==> src/rtl/dispatch_stub.sv <==
// Minimal dispatch stage: classifies up to two renamed micro-ops per bundle
// into execution clusters, registers the per-lane selection and counts issues.
package uop_pkg;
   typedef logic [7:0] uop_tag_t;

   localparam uop_tag_t UOP_INT_ALU        = 8'h01;
   localparam uop_tag_t UOP_INT_SAT_ADD    = 8'h02;
   localparam uop_tag_t UOP_LD_U8          = 8'h10;
   localparam uop_tag_t UOP_LD_U32         = 8'h11;
   localparam uop_tag_t UOP_ST_U8          = 8'h18;
   localparam uop_tag_t UOP_ST_U32         = 8'h19;
   localparam uop_tag_t UOP_CAP_LOAN_BEGIN = 8'h20;
   localparam uop_tag_t UOP_CAP_JUMP       = 8'h21;
   localparam uop_tag_t UOP_CAP_RET        = 8'h22;
   localparam uop_tag_t UOP_MEM_PREFETCH   = 8'h30;
endpackage

package cluster_pkg;
   typedef enum logic [1:0] {
      CLUSTER_ALU        = 2'd0,
      CLUSTER_CAPABILITY = 2'd1,
      CLUSTER_LSQ        = 2'd2,
      CLUSTER_ASYNC      = 2'd3
   } cluster_sel_e;
endpackage

module dispatch_stub
   import uop_pkg::*;
   import cluster_pkg::*;
#(
   parameter int MAX_UOPS = 2
) (
   input  logic                  clk_i,
   input  logic                  rst_i,
   input  logic                  rename_valid_i,
   input  logic [7:0]            rename_uop0_i,
   input  logic [7:0]            rename_uop1_i,
   input  logic [1:0]            rename_uop_count_i,
   output logic                  dispatch_ready_o,
   output logic [MAX_UOPS*2-1:0] lane_cluster_o,
   output logic [15:0]           alu_issue_count_o,
   output logic [15:0]           capability_issue_count_o,
   output logic [15:0]           lsq_issue_count_o,
   output logic [15:0]           async_issue_count_o
);

   function automatic cluster_sel_e classify(input uop_tag_t tag);
      case (tag)
         UOP_LD_U8, UOP_LD_U32, UOP_ST_U8, UOP_ST_U32:       return CLUSTER_LSQ;
         UOP_CAP_LOAN_BEGIN, UOP_CAP_JUMP, UOP_CAP_RET:      return CLUSTER_CAPABILITY;
         UOP_MEM_PREFETCH:                                   return CLUSTER_ASYNC;
         default:                                            return CLUSTER_ALU;
      endcase
   endfunction

   uop_tag_t              uops [2];
   logic                  handshake;
   logic [MAX_UOPS*2-1:0] lane_next;
   logic [3:0][1:0]       inc;
   logic [MAX_UOPS*2-1:0] lane_q;
   logic [15:0]           count_q [4];
   cluster_sel_e          cls;

   assign uops[0]          = rename_uop0_i;
   assign uops[1]          = rename_uop1_i;
   assign dispatch_ready_o = 1'b1;
   assign handshake        = rename_valid_i && dispatch_ready_o;

   // Inactive lanes (beyond the bundle count or the lane budget) report ALU and count nothing.
   always_comb begin
      // NOTE: every always_comb output gets a default first so no path leaves it unassigned (no latch).
      lane_next = '0;
      inc       = '0;
      cls       = CLUSTER_ALU;
      for (int i = 0; i < MAX_UOPS; i++) begin
         if (2'(i) < rename_uop_count_i) begin
            cls              = classify(uops[i]);
            lane_next[2*i +: 2] = cls;
            inc[cls]         = inc[cls] + 2'd1;
         end
      end
   end

   always_ff @(posedge clk_i) begin
      // NOTE: sequential state uses non-blocking assignments so all registers update together.
      if (rst_i) begin
         lane_q <= '0;
         for (int c = 0; c < 4; c++) count_q[c] <= '0;
      end else if (handshake) begin
         lane_q <= lane_next;
         for (int c = 0; c < 4; c++) count_q[c] <= count_q[c] + 16'(inc[c]);
      end
   end

   assign lane_cluster_o           = lane_q;
   assign alu_issue_count_o        = count_q[CLUSTER_ALU];
   assign capability_issue_count_o = count_q[CLUSTER_CAPABILITY];
   assign lsq_issue_count_o        = count_q[CLUSTER_LSQ];
   assign async_issue_count_o      = count_q[CLUSTER_ASYNC];

endmodule

==> config.mk <==
export PLATFORM = sky130hd
export DESIGN_NAME = dispatch_stub
export DESIGN_NICKNAME = d
export VERILOG_FILES = /design/src/rtl/dispatch_stub.sv
export SDC_FILE = /design/constraint.sdc
export NUM_CORES = 1
export LEC_CHECK = 0
export ABC_AREA = 1
export CAP_MARGIN = 10
export CORE_ASPECT_RATIO = 0.6
export CORE_UTILIZATION = 50
export DETAILED_ROUTE_END_ITERATION = 8
export PLACE_DENSITY = 0.8
export SETUP_SLACK_MARGIN = 0.3
export SLEW_MARGIN = 15
export SYNTH_ARGS = -nofsm -noshare
export SYNTH_HDL_FRONTEND = slang
export SYNTH_SLANG_ARGS = --single-unit
==> constraint.sdc <==
create_clock -name clk_i -period 9.9 [get_ports clk_i]
set_input_delay 1.98 -clock clk_i [delete_from_list [all_inputs] [get_ports clk_i]]
set_output_delay 1.98 -clock clk_i [all_outputs]
set_load 0.03 [all_outputs]
* Word level (Yosys, flattened, before mapping)
Memory sizes are Yosys's and may differ from the RTL's.
Index checks and enable logic that the tools add are counted.
** Cells by class
- Add/subtract/negate cells :: 6
- Muxes and demuxes :: 26
- Reductions and logical operators :: 6
- Equality and inequality tests :: 16
- Bitwise gates (word level) :: 5
- Magnitude comparators :: 6
** Operator list (number)
- $add 16x2->16 :: 4
- $eq 8x5->1 const B :: 8
- $eq 8x6->1 const B :: 8
- $mux 16 :: 4
- $mux 2 :: 8
- $mux 8 :: 2
- $pmux 2 s3 :: 2
- $and 8x8->8 :: 1
- $bmux 2 s2 :: 2
- $bwmux 8 :: 1
- $demux 2 s2 :: 2
- $reduce_or 4->1 :: 2
- $lt 2x3->1 const B :: 2
- $reduce_or 3->1 :: 2
- $mux 1 :: 5
- $add 2x1->2 const B :: 2
- $ge 2x1->1 const B :: 2
- $lt 1x2->1 const A :: 2
- $or 1x1->1 :: 4
- $logic_and 1x1->1 :: 2
** Word-level totals
- Input bits :: 21
- Bits in writable memories :: 64
- Output and inout port bits :: 69
- Flip-flop bits (word level) :: 4
- Word-level logic and storage cells :: 67
- Memories kept :: 1
** Memories
- count_q :: depth 4, width 16, read ports 4, clocked after Yosys merged registers in 0, wr ports 4, RTL line 61 : logic [15:0] count_q [4];

* Logic depth before layout (Yosys ltp)
Gate-level depths: netlist of the first run.
- Depth in word-level cells :: 17
- Depth in mapped cells :: 23
- Depth with buffers taken out :: 23

* Worst setup path before layout of the first run
No wires, ideal clock.
- Path kind :: input -> register
- Start :: in rename_uop1_i[3]
- End :: mem count_q[1][12] (data pin)
- Arrival time :: 4.248 ns
- Slack :: 5.398 ns
- Buffers on the path :: 0
- Stages :: 21
- Data required time :: 9.646 ns
- Library setup time :: 0.254 ns
- Cell sequence :: nor2_1 and2_1 nand2_1 nand2_1 nand2_1 nand3_1 nand2_1 a21oi_1 ha_1 inv_2 fa_1 nor2_2 nand2_1 nor2_2 nand2_1 nor2_2 nand2_1 nor2_2 nand2_1 nand2_1 nor2_1
** RTL lines
- start: declaration :: RTL line 37 : input logic [7:0] rename_uop1_i,
- end: declaration :: RTL line 61

==> results of run 1 <==
==> cell families (layout without fill, tap and decap cells) <==
| family | count (synthesis) | after routing | share of synthesized area |
|---|---|---|---|
| compound gates | 87 | 87 | 0.111 |
| xor+xnor | 3 | 3 | 0.00636 |
| fa+ha+maj | 12 | 12 | 0.0436 |
| buf+inv | 89 | 187 | 0.0821 |
| flops | 68 | 68 | 0.485 |
| other cells | 1 | 1 | 0.000908 |
| simple gates | 248 | 248 | 0.271 |
==> routing by layer <==
metal  vias up  track usage
li1       1889            -
met1      1728        0.348
met2       159        0.347
met3        14       0.0747
met4         0       0.0750
met5         -            0
==> synthesized netlist by cell type, drive strengths merged (2+ instances only) <==
library cell  count  area (sq um)
and2              2          12.5
dfxtp             4          80.1
fa                4          80.1
a31oi             3          18.8
inv              81           304
clkbuf            5          18.8
xor2              2          17.5
nor3             26           145
buf               2          12.5
nor2             88           375
a21oi            44           220
ha                8           100
o21a              4          30.0
nand3            25           125
o21ai            32           160
edfxtp           64          1920
nand2            94           360
o31ai             2          15.0
nand4             9          56.3
==> worst reg2reg max path, stage by stage (launching register included) <==
cell      delay, ps
edfxtp_1        400
ha_1            190
inv_1            60
fa_1            410
nor2_2          160
nand2_1         100
nor2_4          130
nand2_1         100
nor2_2          110
nand2_1         100
nor3_1          150
nor2_1           70
==> layout make-up <==
class                      instances  area, sq um
inverter                          82          308
tap                              108          135
multi-input combinational        351         1790
clock inverter                     4         17.5
fill                             665         2560
timing repair buffer              90          896
clock buffer                      11          233
sequential                        68         2000
==> metrics by stage <==
step / total power, mW / hold WS, ps / utilization / cells
after floorplan: 0.426 / 598 / - / 508
after global placement: 0.478 / 463 / 0.646 / 699
after detailed placement: 0.480 / 470 / 0.646 / 699
after CTS: 0.759 / 477 / 0.677 / 714
after global routing: 0.786 / 505 / 0.677 / 714
final: 0.755 / 474 / 0.677 / 714
==> worst min-delay path by stage <==
stage | from | end | cells after the start | slack (ps)
5_1_grt | lane_cluster_o[1] | lane_cluster_o[1] | 2 | 500
6_report | lane_cluster_o[1] | lane_cluster_o[1] | 2 | 470
2_1_floorplan | lane_cluster_o[1] | lane_cluster_o[1] | 2 | 600
3_5_place_dp | lane_cluster_o[1] | lane_cluster_o[1] | 2 | 470
4_1_cts | lane_cluster_o[1] | lane_cluster_o[1] | 2 | 480
3_3_place_gp | lane_cluster_o[1] | lane_cluster_o[1] | 2 | 460
==> sequential cells by signal, summed over array words and instances (netlist names) <==
register,flops
count_q,64
lane_cluster_o,4
==> power groups by stage <==
stage | Clock (mW) | Sequential [mW] | Combinational [mW]
3_5_place_dp | 0 | 0.358 | 0.123
3_3_place_gp | 0 | 0.357 | 0.121
5_1_grt | 0.298 | 0.355 | 0.133
2_1_floorplan | 0 | 0.388 | 0.0384
6_report | 0.279 | 0.353 | 0.123
4_1_cts | 0.283 | 0.352 | 0.124
==> impl_results.md, run 1 <==
* Dpl ws at 4600 ps
* Post-route clock period utilization at 0.504
* Wl on met1 at ~4900 um
* Max Clock Skew at between 5 and 6 ps
* WL met2 at a little under 4000 um
* Wire length per cell at 13.6 um
* HPWL Detailed at approximately 7000 um
* CP endpoint kind: register
* Most Frequent Cell on Critical Path: nand2_1
* Slowest CP cell: clkdlybuf4s50_1
* Yosys warns at 0
* CP endpoint: count_q[1][12]
* Area Overhead vs Synth at 30.3%
* Antenna fix cells at 0
* IO Port Bufs at slightly below 90
* Final hold violations at 0
* CTS Buffer Depth at 2
* Die extent in y at ~72 um
* Worst-margin pin slew at 784 ps
* Vias per Instance at roughly 5.3
* Grt ovf at 0
* Syn nets at roughly 540
* Commonest non-fill, non-tap cell in the layout: nand2_1
* Post-DP Area at between 5000 and 6000 sq um
* WS Path Type: in2reg
* # setup viols final at 0
* Unique cell type count in the Yosys netlist at 35
* Remaining DRCs at 0
* Number of detailed-route iterations in the first pass at 5
* FF-to-FF End: count_q[3][14]
* Synth Flop Type: edfxtp_1
* Cell family with most CP delay: simple AND/OR/NAND/NOR gates
* Share of the yosys chip area belonging to registers at 0.485
* CTS Sinks at 68
* Postcts setup bufs at 0
* Post-Route WL at approximately 10000 um
* GPL Wtd Cong at between 0.9 and 1
* Crit path from: rename_uop1_i[4]
* Met3 wire length at roughly 750 um
* Data required, critical path at about 10000 ps
* WP buf/inv at 4
* Post-Syn Area per Cell at roughly 8.1 sq um
* Worst reg-to-reg path cell count at 11
* RSZ-0062 raised after global routing: false
* Reg clk slew, reported paths at 50 ps
* Final #Nets at roughly 640
* Fmax at 200 MHz
* Arr. time, crit path at between 5000 and 6000 ps
* Reg-to-reg slack, setup at roughly 7700 ps
* CTS H-tree depth at 3
* Post-synth EDFFs at 64
* Tmin final at about 5000 ps
* Post-synthesis async set-or-reset flop share at 0
* Post-CTS Resized at 0
* Max_cap viols at 0
* FF+latch count, synth at 68
* Startpoint types: input pin
* Global-route wire length before repair at 16200 um
* R2R Path Start: count_q[3][0]
* Leakage power at a little over 2 nW
* Number of top-level pins at 90
* P per Cell Area at ~140 nW/um^2
* Worst-path cell chain: clkdlybuf4s50_1 -> inv_1 -> nor2_1 -> and2_1 -> nand2_1 -> nand2_1 -> inv_1 -> nand3_1 -> nand2_1 -> a21oi_1 -> ha_1 -> inv_2 -> fa_1 -> nor2_2 -> nand2_1 -> nor2_2 -> nand2_1 -> nor2_2 -> nand2_1 -> nor2_2 -> nand2_1 -> nand2_1 -> nor2_1
* Synth Cell Area at ~4100 sq um
* Switching part of the total at 0.276
* CTS tree: yes
* Root buffer cell: clkbuf_16
* Initial Util at 0.520
* Via count at 3790
* # hold bufs at CTS at 0
* Die W at between 100 and 150 um
* Slew Viols, Final at 0
* Final ANT Viol Nets at 0
* Mapped Cells at just over 500
* Rows at 25
* Path type of the worst min-delay path: reg2reg
* Peak supply drop at just over 0.00008 V
* Core area at just under 8000 sq um
* TNS Setup at 0 ps
* CP peak stage delay at 510 ps
* Largest net degree at the start of global routing at 35
* Total CTS buffers at 9
* Aggregate global-route resource usage at 0.241
* Number of cells on the critical path at 23
* Comb pwr share at 0.163
* Internal at around 0.55 mW
* Initial antenna violation count at 0
* Die area at 8640 sq um
* P_sw at 0.209 mW
* Seq pwr share at 0.467
* Most frequent cells in the layout: 90 x nand2_1, 88 x clkdlybuf4s50_1, 74 x nor2_1
* Setup WS post-layout at between 4000 and 5000 ps
* CP max FO at 6
* Vias in the first global route at 3474
* Final instance area at ~5400 sq um
* Status: finished clean
* Slew HR at 0.475
* Clk_lat worst skew at roughly 340 ps
* Clk pwr share at 0.370
* Fraction of final layout cells sized beyond drive strength 1 at 0.0792
* Top layer in use: met4
* Iteration-0 DRC count of the detailed router at roughly 450
Power figures use the tool's default switching activity.
==> inputs of run 2 (changes only) <==
==> constraint.sdc (replaced) <==
create_clock -name clk_i -period 4.75 [get_ports clk_i]
set_input_delay 0.95 -clock clk_i [delete_from_list [all_inputs] [get_ports clk_i]]
set_output_delay 0.95 -clock clk_i [all_outputs]
set_load 0.03 [all_outputs]
==> run 2 against run 1 <==
Net effect:
- worst setup slack worse by 4100 ps
- non-clock buffer count unchanged
- critical path type unchanged
- worst hold slack hardly changed
- combinational power up 110%
- sequential share of layout area decreased by 0.15 points
- largest cell class unchanged
- cell area is 0.40% higher
- via count rose by 1.5%
- register-to-register slack got worse by 5200 ps
==> impl_results.md, run 2 (synthesis results as in run 1) <==
* Rows at 25 (unchanged)
* CTS Buffer Depth at 2 (unchanged)
* R2R Path Start: count_q[3][0]
* Most frequent cells in the layout: 90 x nand2_1, 88 x clkdlybuf4s50_1, 74 x nor2_1
* Final #Nets at 635 (unchanged)
* Leakage power at 2.05 nW (+0.44%)
* FF-to-FF End: count_q[3][14]
* Final hold violations at 0 (unchanged)
* CTS tree: yes
* Tmin final at 3970 ps
* IO Port Bufs at 88 (unchanged)
* Post-DP Area at 5130 sq um (unchanged)
* Slew Viols, Final at 0 (unchanged)
* Iteration-0 DRC count of the detailed router at 417 (-6.7%)
* CP endpoint kind: register
* Arr. time, crit path at 4050 ps (-1030 ps)
* Post-route clock period utilization at 0.835
* Fraction of final layout cells sized beyond drive strength 1 at 0.0793 (+0.000131)
* Commonest non-fill, non-tap cell in the layout: nand2_1
* Worst-margin pin slew at 699 ps (-85.7 ps)
* Die extent in y at 72.4 um (unchanged)
* Antenna fix cells at 0 (unchanged)
* Hold Path Sink: lane_cluster_o[1]
* Aggregate global-route resource usage at 0.247 (+0.00545)
* Inst Count DP at 699 (unchanged)
* Setup WS post-layout at 784 ps (-4130 ps)
* Remaining DRCs at 0 (unchanged)
* Largest net degree at the start of global routing at 49 (+40%)
* Root buffer cell: clkbuf_16
* P_sw at 0.438 mW (+110%)
* Vias per Instance at 5.39 (+1.6%)
* Total CTS buffers at 9 (unchanged)
* Status: finished clean
* CTS H-tree depth at 3 (unchanged)
* Final ANT Viol Nets at 0 (unchanged)
* Largest register FFs at 64 (unchanged)
* Worst-path cell chain: clkdlybuf4s50_1 -> inv_1 -> nor2_1 -> and2_1 -> nand2_1 -> nand2_1 -> inv_1 -> nand3_1 -> nand2_1 -> a21oi_1 -> ha_1 -> inv_1 -> fa_1 -> nor2_2 -> nand2_1 -> nor2_4 -> nand2_1 -> nor2_2 -> nand2_1 -> nor3_1 -> nor2_1
* Global-route wire length before repair at 16600 um (+2.7%)
* P per Cell Area at 301 nW/um^2 (+110%)
* RSZ-0062 raised after global routing: false
* Post-CTS Resized at 0 (unchanged)
* Clk_lat worst skew at 330 ps (about the same)
* Max Clock Skew at 5.38 ps (+0.310 ps)
* Wire length per cell at 14.3 um (+5.2%)
* Die area at 8640 sq um (unchanged)
* CTS Sinks at 68 (unchanged)
* Core area at 7950 sq um (unchanged)
* Post-Route WL at 10200 um (+5.1%)
* TNS Setup at 0 ps (unchanged)
* Peak supply drop at 0.000275 V (+240%)
* Core Util, Final at 0.680 (+0.00268)
* Worst hold path stage count at 2 (unchanged)
* # setup viols final at 0 (unchanged)
* Initial antenna violation count at 0 (unchanged)
* Reg with most FFs: count_q
* Hold Path Origin: lane_cluster_o[1]
* Seq pwr share at 0.452 (-0.015)
* Switching part of the total at 0.269 (-0.00715)
* Reg clk slew, reported paths at 50 ps (about the same)
* Grt ovf at 0 (unchanged)
* Initial Util at 0.520 (unchanged)
* Slew HR at 0.534 (+0.0583)
* Number of top-level pins at 90 (unchanged)
* Die W at 119 um (unchanged)
* Postcts setup bufs at 0 (unchanged)
* # hold bufs at CTS at 0 (unchanged)
* CP max FO at 6 (unchanged)
* Comb pwr share at 0.158 (-0.005)
* Dpl ws at 485 ps (-4110 ps)
* GPL Wtd Cong at 0.916 (+1.0%)
* Max_cap viols at 0 (unchanged)
* HPWL Detailed at 7080 um (+1.2%)
* Clk pwr share at 0.389 (+0.019)
* CP peak stage delay at 500 ps (about the same)
* Most Frequent Cell on Critical Path: nand2_1
* Data required, critical path at 4830 ps (-5160 ps)
* Slowest CP cell: clkdlybuf4s50_1
* Min Hold Slack at 474 ps (+0.114 ps)
* Internal at 1.19 mW (+120%)
* Via count at 3846 (+1.5%)
* Path type of the worst min-delay path: reg2reg
* Final instance area at 5400 sq um (+0.40%)
* Vias in the first global route at 3584 (+3.2%)
* Power consumption at 1.63 mW (+120%)
* Post-Layout Cell Count at 713 (-0.14%)
* Area Overhead vs Synth at 30.8%
* Reg-to-reg slack, setup at 2480 ps (-5200 ps)
* Fmax at between 200 and 300 MHz
* Number of detailed-route iterations in the first pass at 5 (unchanged)
* Worst reg-to-reg path cell count at 11 (unchanged)
* Startpoint types: input pin
* WS Path Type: in2reg
-- run 2: changes by cell type in the layout (fill, tap and decap cells not counted), sizes merged --
cell,change
clkbuf,-1
clkinv,-1
bufinv,+1
-- run 2: area by class of cell --
type	count	area [sq um]
fillers	640	2540
clock buffers	10	229
well taps	108	135
inverters	82	308
multi-input cells	351	1790
flip-flops and latches	68	2000
repair buffers	90	896
clock inverters	4	42.5
-- run 2: critical path, delay by kind of cell --
family	cells	cell delay, ps
adder cells (fa/ha/maj)	2	610
AND/OR/NAND/NOR	14	1630
buffers and inverters	4	690
AO/OA/AOI/OAI	1	170
-- run 2: worst max-delay path by stage --
stage / from / to / slack (ps)
floorplan: rename_uop1_i[3] / count_q[1][12] / 1280
global placement: rename_uop1_i[4] / count_q[2][14] / 620
detailed placement: rename_uop1_i[4] / count_q[3][14] / 490
CTS: rename_uop1_i[4] / count_q[3][14] / 820
global route: rename_uop1_i[4] / count_q[3][14] / 530
finish: rename_uop1_i[4] / count_q[3][14] / 780
-- run 2: layer usage --
metal,up-vias,part of all wire,global-route usage
met1,1792,0.49,0.353
met2,156,0.43,0.374
met3,11,0.076,0.0613
li1,1887,-,-
met5,-,0,0
met4,0,0.0082,0.0694
-- run 2: power by group through the flow --
| stage | registers (mW) | clock network [mW] | logic, mW |
|---|---|---|---|
| 2_1_floorplan | 0.808 | 0 | 0.0800 |
| 5_1_grt | 0.741 | 0.665 | 0.278 |
| 3_5_place_dp | 0.746 | 0 | 0.256 |
| 4_1_cts | 0.735 | 0.643 | 0.258 |
| 6_report | 0.736 | 0.634 | 0.258 |
| 3_3_place_gp | 0.745 | 0 | 0.251 |
